## src/rtl/if_fetch_unit.sv

```systemverilog
// Instruction-fetch stage: owns the PC, keeps one imem request in flight, presents the IF/ID bundle.
// Optional one-entry skid buffer for responses landing during a stall: define FETCH_SKID_EN.
//
// state | meaning
// FETCH | request imem at pc
// WAIT  | response for pc_inflight still owed
// HOLD  | issue blocked by downstream backpressure
// DROP  | response owed after a redirect, discarded on arrival

module if_fetch_unit #(
    parameter logic [31:0] RESET_PC = 32'h0000_0000
) (
    input  logic        clk,
    input  logic        rst,
    input  logic        pipeline_stop,
    input  logic        control_hazard,
    input  logic [31:0] redirect_pc,
    output logic        imem_req,
    output logic [31:0] imem_addr,
    input  logic        imem_ready,
    input  logic        imem_rvalid,
    input  logic [31:0] imem_rdata,
    output logic        if_valid,
    output logic [31:0] if_inst,
    output logic [31:0] if_pc,
    output logic [31:0] if_pc4
);

    typedef enum logic [1:0] {S_FETCH, S_WAIT, S_HOLD, S_DROP} state_t;

    state_t      r_state;
    state_t      w_state_nxt;
    logic [31:0] r_pc;
    logic [31:0] r_pc_inflight;
    logic        r_if_valid;
    logic [31:0] r_if_inst;
    logic [31:0] r_if_pc;
    logic [31:0] r_if_pc4;

    logic        w_rsp;
    logic        w_issue_ok;
    logic        w_req;
    logic        w_blocked_nxt;
    logic        w_if_valid_nxt;
    logic        w_out_load;
    logic [31:0] w_out_inst;
    logic [31:0] w_out_pc;
    logic [31:0] w_redirect_aligned;

`ifdef FETCH_SKID_EN
    logic        r_sk_valid;
    logic [31:0] r_sk_inst;
    logic [31:0] r_sk_pc;
    logic        w_sk_valid_nxt;
    logic        w_sk_load;
    logic        w_out_from_sk;
`endif

    assign w_rsp              = (r_state == S_WAIT) && imem_rvalid;
    assign w_redirect_aligned = redirect_pc & 32'hFFFF_FFFC;

`ifdef FETCH_SKID_EN
    assign w_issue_ok = !r_sk_valid;
`else
    assign w_issue_ok = !(r_if_valid && pipeline_stop);
`endif

    // Where the next output/skid contents come from; redirect overrides in the register block.
    always_comb begin
        w_if_valid_nxt = r_if_valid;
        w_out_load     = 1'b0;
        w_out_inst     = imem_rdata;
        w_out_pc       = r_pc_inflight;
`ifdef FETCH_SKID_EN
        w_sk_valid_nxt = r_sk_valid;
        w_sk_load      = 1'b0;
        w_out_from_sk  = 1'b0;
        if (!pipeline_stop) begin
            if (r_sk_valid) begin
                w_if_valid_nxt = 1'b1;
                w_out_load     = 1'b1;
                w_out_from_sk  = 1'b1;
                w_sk_valid_nxt = w_rsp;
                w_sk_load      = w_rsp;
            end else begin
                w_if_valid_nxt = w_rsp;
                w_out_load     = w_rsp;
            end
        end else if (w_rsp) begin
            if (!r_if_valid) begin
                w_if_valid_nxt = 1'b1;
                w_out_load     = 1'b1;
            end else begin
                w_sk_valid_nxt = 1'b1;
                w_sk_load      = 1'b1;
            end
        end
        if (w_out_from_sk) begin
            w_out_inst = r_sk_inst;
            w_out_pc   = r_sk_pc;
        end
        w_blocked_nxt = w_sk_valid_nxt;
`else
        if (w_rsp) begin
            w_if_valid_nxt = 1'b1;
            w_out_load     = 1'b1;
        end else if (!pipeline_stop) begin
            w_if_valid_nxt = 1'b0;
        end
        w_blocked_nxt = w_if_valid_nxt && pipeline_stop;
`endif
    end

    always_comb begin
        w_state_nxt = r_state;
        w_req       = 1'b0;
        case (r_state)
            S_FETCH: begin
                if (w_issue_ok) begin
                    w_req = 1'b1;
                    if (imem_ready) w_state_nxt = S_WAIT;
                end else begin
                    w_state_nxt = S_HOLD;
                end
            end
            S_WAIT:  if (imem_rvalid) w_state_nxt = w_blocked_nxt ? S_HOLD : S_FETCH;
            S_HOLD:  if (w_issue_ok) w_state_nxt = S_FETCH;
            S_DROP:  if (imem_rvalid) w_state_nxt = S_FETCH;
            default: w_state_nxt = S_FETCH;
        endcase
        // A request still owed after this edge must be drained before the new pc is fetched.
        if (control_hazard) begin
            if (((r_state == S_WAIT || r_state == S_DROP) && !imem_rvalid) || (w_req && imem_ready))
                w_state_nxt = S_DROP;
            else
                w_state_nxt = S_FETCH;
        end
    end

    assign imem_req  = w_req && !rst;
    assign imem_addr = r_pc;
    assign if_valid  = r_if_valid;
    assign if_inst   = r_if_inst;
    assign if_pc     = r_if_pc;
    assign if_pc4    = r_if_pc4;

    always_ff @(posedge clk or posedge rst) begin
        if (rst) begin
            r_state       <= S_FETCH;
            r_pc          <= RESET_PC;
            r_pc_inflight <= RESET_PC;
            r_if_valid    <= 1'b0;
            r_if_inst     <= 32'h0;
            r_if_pc       <= 32'h0;
            r_if_pc4      <= 32'h0;
        end else begin
            r_state <= w_state_nxt;
            if (w_req && imem_ready) r_pc_inflight <= r_pc;
            if (control_hazard)      r_pc <= w_redirect_aligned;
            else if (w_rsp)          r_pc <= r_pc_inflight + 32'd4;
            r_if_valid <= w_if_valid_nxt && !control_hazard;
            if (w_out_load && !control_hazard) begin
                r_if_inst <= w_out_inst;
                r_if_pc   <= w_out_pc;
                r_if_pc4  <= w_out_pc + 32'd4;
            end
        end
    end

`ifdef FETCH_SKID_EN
    always_ff @(posedge clk or posedge rst) begin
        if (rst) begin
            r_sk_valid <= 1'b0;
            r_sk_inst  <= 32'h0;
            r_sk_pc    <= 32'h0;
        end else begin
            r_sk_valid <= w_sk_valid_nxt && !control_hazard;
            if (w_sk_load && !control_hazard) begin
                r_sk_inst <= imem_rdata;
                r_sk_pc   <= r_pc_inflight;
            end
        end
    end
`endif

endmodule

```

## config.mk

```make
export PLATFORM = sky130hd
export DESIGN_NAME = if_fetch_unit
export DESIGN_NICKNAME = d
export VERILOG_FILES = /design/src/rtl/if_fetch_unit.sv
export SDC_FILE = /design/constraint.sdc
export NUM_CORES = 1
export LEC_CHECK = 0
export BUFFER_PORTS_ARGS = -buffer_cell sky130_fd_sc_hd__buf_2
export CAP_MARGIN = 0
export CORE_ASPECT_RATIO = 2
export CORE_MARGIN = 4
export CORE_UTILIZATION = 52
export DETAILED_ROUTE_END_ITERATION = 8
export PLACE_DENSITY = 0.84
export SLEW_MARGIN = 25
export SYNTH_ARGS = -nofsm -noshare
export SYNTH_HDL_FRONTEND = slang
export SYNTH_SLANG_ARGS = --single-unit
```

## constraint.sdc

```tcl
create_clock -name clk -period 5 [get_ports clk]
set_input_delay 0.25 -clock clk [delete_from_list [all_inputs] [get_ports clk]]
set_output_delay 0.25 -clock clk [all_outputs]
set_load 0.05 [all_outputs]
```

### After elaboration in Yosys (flattened, before gate mapping)

Cells that the tools add are included.

* flip-flop bits (word level): 163
* bits of input ports: 70
* output and inout bits: 130
* word-level logic and storage cells: 47

* add/subtract/negate cells: 1
* eq/ne operators: 7
* mux-type cells: 16
* reductions and logical operators: 16

Operator list (count)
* two-way mux 32 bit: 2
* adder 32 x 3 -> 32 bit, second input constant: 1
* two-way mux 2 bit: 8
* != test 3 bit, second input constant: 3
* logical AND 1 bit: 8
* one-hot mux 2 bit (4 select lines): 1
* two-way mux 1 bit: 5
* == test 2 bit, second input constant: 2
* != test 4 bit, second input constant: 1
* AND reduction 4 bit: 1
* zero test 1 bit: 3
* == test 2 x 1 -> 1 bit, second input constant: 1
* zero test 2 bit: 1
* logical OR 1 bit: 2
* nonzero test 2 bit: 1

### Depth between registers and ports, before layout

* depth in word-level cells: 8
* mapped depth: 7
* mapped depth without buffers: 6

### Worst setup path after synthesis

OpenSTA, ideal clock, no wires.

* kind: input-to-output
* from: input rst
* to: output imem_req
* data arrival time: 4.320 ns
* required time: 4.750 ns
* slack: 0.430 ns
* stages on the path: 2
* buffers on the path: 0
* cells stage by stage: inv_1 and2_1

* word-level cells in the longest chain between the ends: 2

Ends and longest elaborated chain
* start: declaration: RTL line 14 `input logic rst,`
* zero test 1 bit (no source line)
* logical AND 1 bit: RTL line 140 `assign imem_req = w_req && !rst;`
* end: declaration: RTL line 18 `output logic imem_req,`

No other way between the ends.

### Final worst setup path

* from: register r_state[1]
* to: register r_if_pc4[6], in the netlist if_pc4[6]

* word-level cells in the longest chain between the ends: 4

Ends and longest elaborated chain
* start: declaration: RTL line 31 `state_t r_state;`
* start signal: assignment: RTL line 157 `r_state <= w_state_nxt;`
* == test 2 x 1 -> 1 bit: RTL line 59 `assign w_rsp = (r_state == S_WAIT) && imem_rvalid;`
* logical AND 1 bit: RTL line 59
* two-way mux 1 bit: RTL line 104 `if (w_rsp) begin`
* logical AND 1 bit: RTL line 162 `if (w_out_load && !control_hazard) begin`
* end signal: assignment: RTL line 165 `r_if_pc4 <= w_out_pc + 32'd4;`
* end: declaration: RTL line 38 `logic [31:0] r_if_pc4;`

No other way between the ends.
A chain may end at the register's enable or synchronous reset.

==> impl_metrics.tcl <==
set metrics [dict create \
    fmax_mhz 346 \
    cts_tree "yes" \
    syn-cell-area_um2 6960 \
    drtPass1Iterations 5 \
    synth_edf_count 0 \
    synth_mux_area_frac 0.0575 \
    root_buffer "clkbuf_16" \
    setup_tns_ps 0 \
    drc 0 \
    synth_top_family_by_area "simple AND/OR/NAND/NOR gates" \
    ff2ff_setup_slack_ps 2110 \
    worstMarginPinSlew_ps 917 \
    worst-endpoint-arrival_ps 3150 \
    endpoint "if_pc4[6]" \
    r2r-start "r_state[1]" \
    rr_worst_depth 4 \
    peakVddDrop_uv 426 \
    r2r_end "if_pc4[6]" \
    clock_sinks 161 \
    yosysSeqAreaShare 0.579 \
    startpoint_type "flip-flop" \
    vias 5566 \
    layout_setup_ws_ps 2110 \
    path_class "flip-flop to flip-flop" \
    ys_ff_latch 161 \
    place_area_um2 7960 \
    die_height_um 172 \
    cts_hold_buffers 1 \
    clockBufferDepth 2 \
    slew_headroom 0.386 \
    postCtsSetupBuffers 0 \
    drt_iter0_markers 219 \
    synth-adder-area-share 0.00180 \
    gp_congestion 0.813 \
    ctsResizeCount 0 \
    vias_per_cell 5.33 \
    routed_wl_um 17700 \
    ios 200 \
    report.final.slew_viol_count 0 \
    syn2layout_area_growth_pct 23.0 \
    synth_xor_area_frac 0.0340 \
    holdCritStartpoint "imem_rdata[9]" \
    synth_cell_types 52 \
    power.density_nw_per_um2 695 \
    postLayoutCoreUtil 0.655 \
    endpoint_kind "flip-flop" \
    wire_per_inst_um 16.9 \
    crit_path_start "r_state[1]" \
    core_area_um2 13100 \
    die_area_um2 15400 \
    synth-async-reset-ratio 1.00 \
    drive_above_1_share 0.322 \
    synth-simple-area-share 0.231 \
    postRouteAntennaNets 0 \
    fp-row-count 59 \
    netlist_instances 700 \
    cp_max_fo 66 \
    antenna_found_initial 1 \
    crit_required_ps 5260 \
    numCtsBuffers 17 \
    grt-ovfl-total 0 \
    initial_core_util 0.533 \
    ctsHtreeMaxLevel 4 \
    yosysWarnings 0 \
    synth_compound_area_frac 0.0604 \
    maxCapViolations 0 \
    p_leak_nw 4.44 \
    grt_pass1_wl_um 28500 \
    synth_flop_cell "dfrtp_1" \
    rsz0062_at_grt "no" \
    die_w_um 89.8 \
    synth_nets 771 \
    critPathMaxStageDelay_ps 700 \
    grt_usage 0.235 \
    cp_cell_sequence "nand3b_1, or2_4, buf_4, o21ai_0" \
    syn_avg_cell_area_um2 9.95 \
    grt_max_degree 67 \
    dp_hpwl_um 12200 \
    finalWorstPathRequiredPeriod_ps 2890 \
    hold_viol 0 \
    critPathSlowestCell "or2_4" \
    report.power.total_mw 5.96 \
    cp.depth 4 \
    setup_viol 0 \
    status "complete, no violations" \
    fillers 1072 \
    hold_path_class "input port to flip-flop" \
    io_buffers 197 \
    cp_top_family "simple AND/OR/NAND/NOR gates" \
    fin_skew_ps 9.40 \
    clock_latency_ps 420 \
    fin_nets 949 \
    clk_pin_slew_worst_paths_ps 70 \
    first_global_vias 5648 \
    post-route-cell-area_um2 8560 \
    place_ws_ps 2030 \
    fin_crit_sh 0.577 \
    worstPathBufferInverterCount 1 \
]
## worst min-delay path by stage
stage / end / slack [ps] / depth (start not counted)
3_5_place_dp: if_inst[5] / 260 / 2
3_3_place_gp: if_inst[5] / 260 / 2
6_report: if_inst[9] / 10 / 3
5_1_grt: if_inst[26] / 20 / 3
2_1_floorplan: if_inst[0] / 360 / 2
4_1_cts: if_inst[20] / 6 / 3
## cells by family after synthesis
group                    after synthesis
buffers and inverters                 49
adder cells (fa/ha/maj)                1
flip-flops                           161
multiplexers                          36
AND/OR/NAND/NOR                      357
XOR/XNOR                              27
AO/OA/AOI/OAI                         69
## cells in the mapped netlist (3+ instances only)
cell type / number / area share
nand2_1: 290 / 0.16
dfrtp_1: 161 / 0.58
mux2_2: 32 / 0.052
clkbuf_1: 25 / 0.013
o21ai_0: 23 / 0.017
xnor2_1: 19 / 0.024
a21oi_1: 14 / 0.010
o21ai_1: 11 / 0.0079
nand3_1: 10 / 0.0072
nor2_1: 10 / 0.0054
o221ai_1: 10 / 0.013
nand4_1: 9 / 0.0081
nor3b_1: 8 / 0.0086
xor2_1: 8 / 0.010
buf_1: 5 / 0.0027
buf_6: 5 / 0.0081
buf_2: 4 / 0.0029
buf_4: 4 / 0.0043
mux2i_1: 4 / 0.0058
nor3_2: 4 / 0.0058
a211oi_1: 3 / 0.0032
and4_1: 3 / 0.0038
inv_1: 3 / 0.0016
## through the flow
step,cells,hold slack (ps)
4_1_cts,1042,5.89
3_5_place_dp,1009,263
5_1_grt,1044,20.4
3_3_place_gp,1009,258
2_1_floorplan,700,355
6_report,1044,14.4
## sequential cells by signal (all words and copies together) (netlist names)
name           cells
r_pc_inflight     32
r_state            2
if_pc4            30
imem_addr         32
if_pc             32
if_valid           1
if_inst           32
## worst min-delay path, cell delays in order
cell and delay (ps):
buf_2 70, nand2_1 40, nand2_1 40
## per-layer routing
metal,track usage,routed length [µm],vias to the layer above
met1,0.265,6720,2689
li1,-,-,2665
met4,0.105,401,0
met3,0.0403,818,29
met5,0,0,-
met2,0.434,9750,183
## report_power, final
group          total (mW)  switching [mW]  internal, mW
Clock                1.25           0.549         0.698
Combinational        2.52            1.90         0.617
Sequential           2.19           0.410          1.78
Total                5.96            2.86          3.10
## cell usage in the layout, fill, tap and decap left out, drive strengths merged, types with 10 or more instances in the layout
cell    count
o221ai     11
nand4      11
mux2       32
clkbuf     20
xnor2      19
nand2     291
nor2       10
nand3      11
buf       204
dfrtp     161
a21oi      14
o21ai      34
## area by class of cell
type	instances	area, µm²	share of cell area
Timing Repair Buffer	205	1070	0.125
Inverter	3	16.3	0.00190
Tap cell	152	190	0.0222
Clock buffer	20	437	0.0510
Antenna cell	1	2.50	0.000292
Sequential cell	161	4030	0.470
Multi-Input combinational cell	490	2700	0.315
Clock inverter	12	126	0.0148
Power figures use the tool's default switching activity.
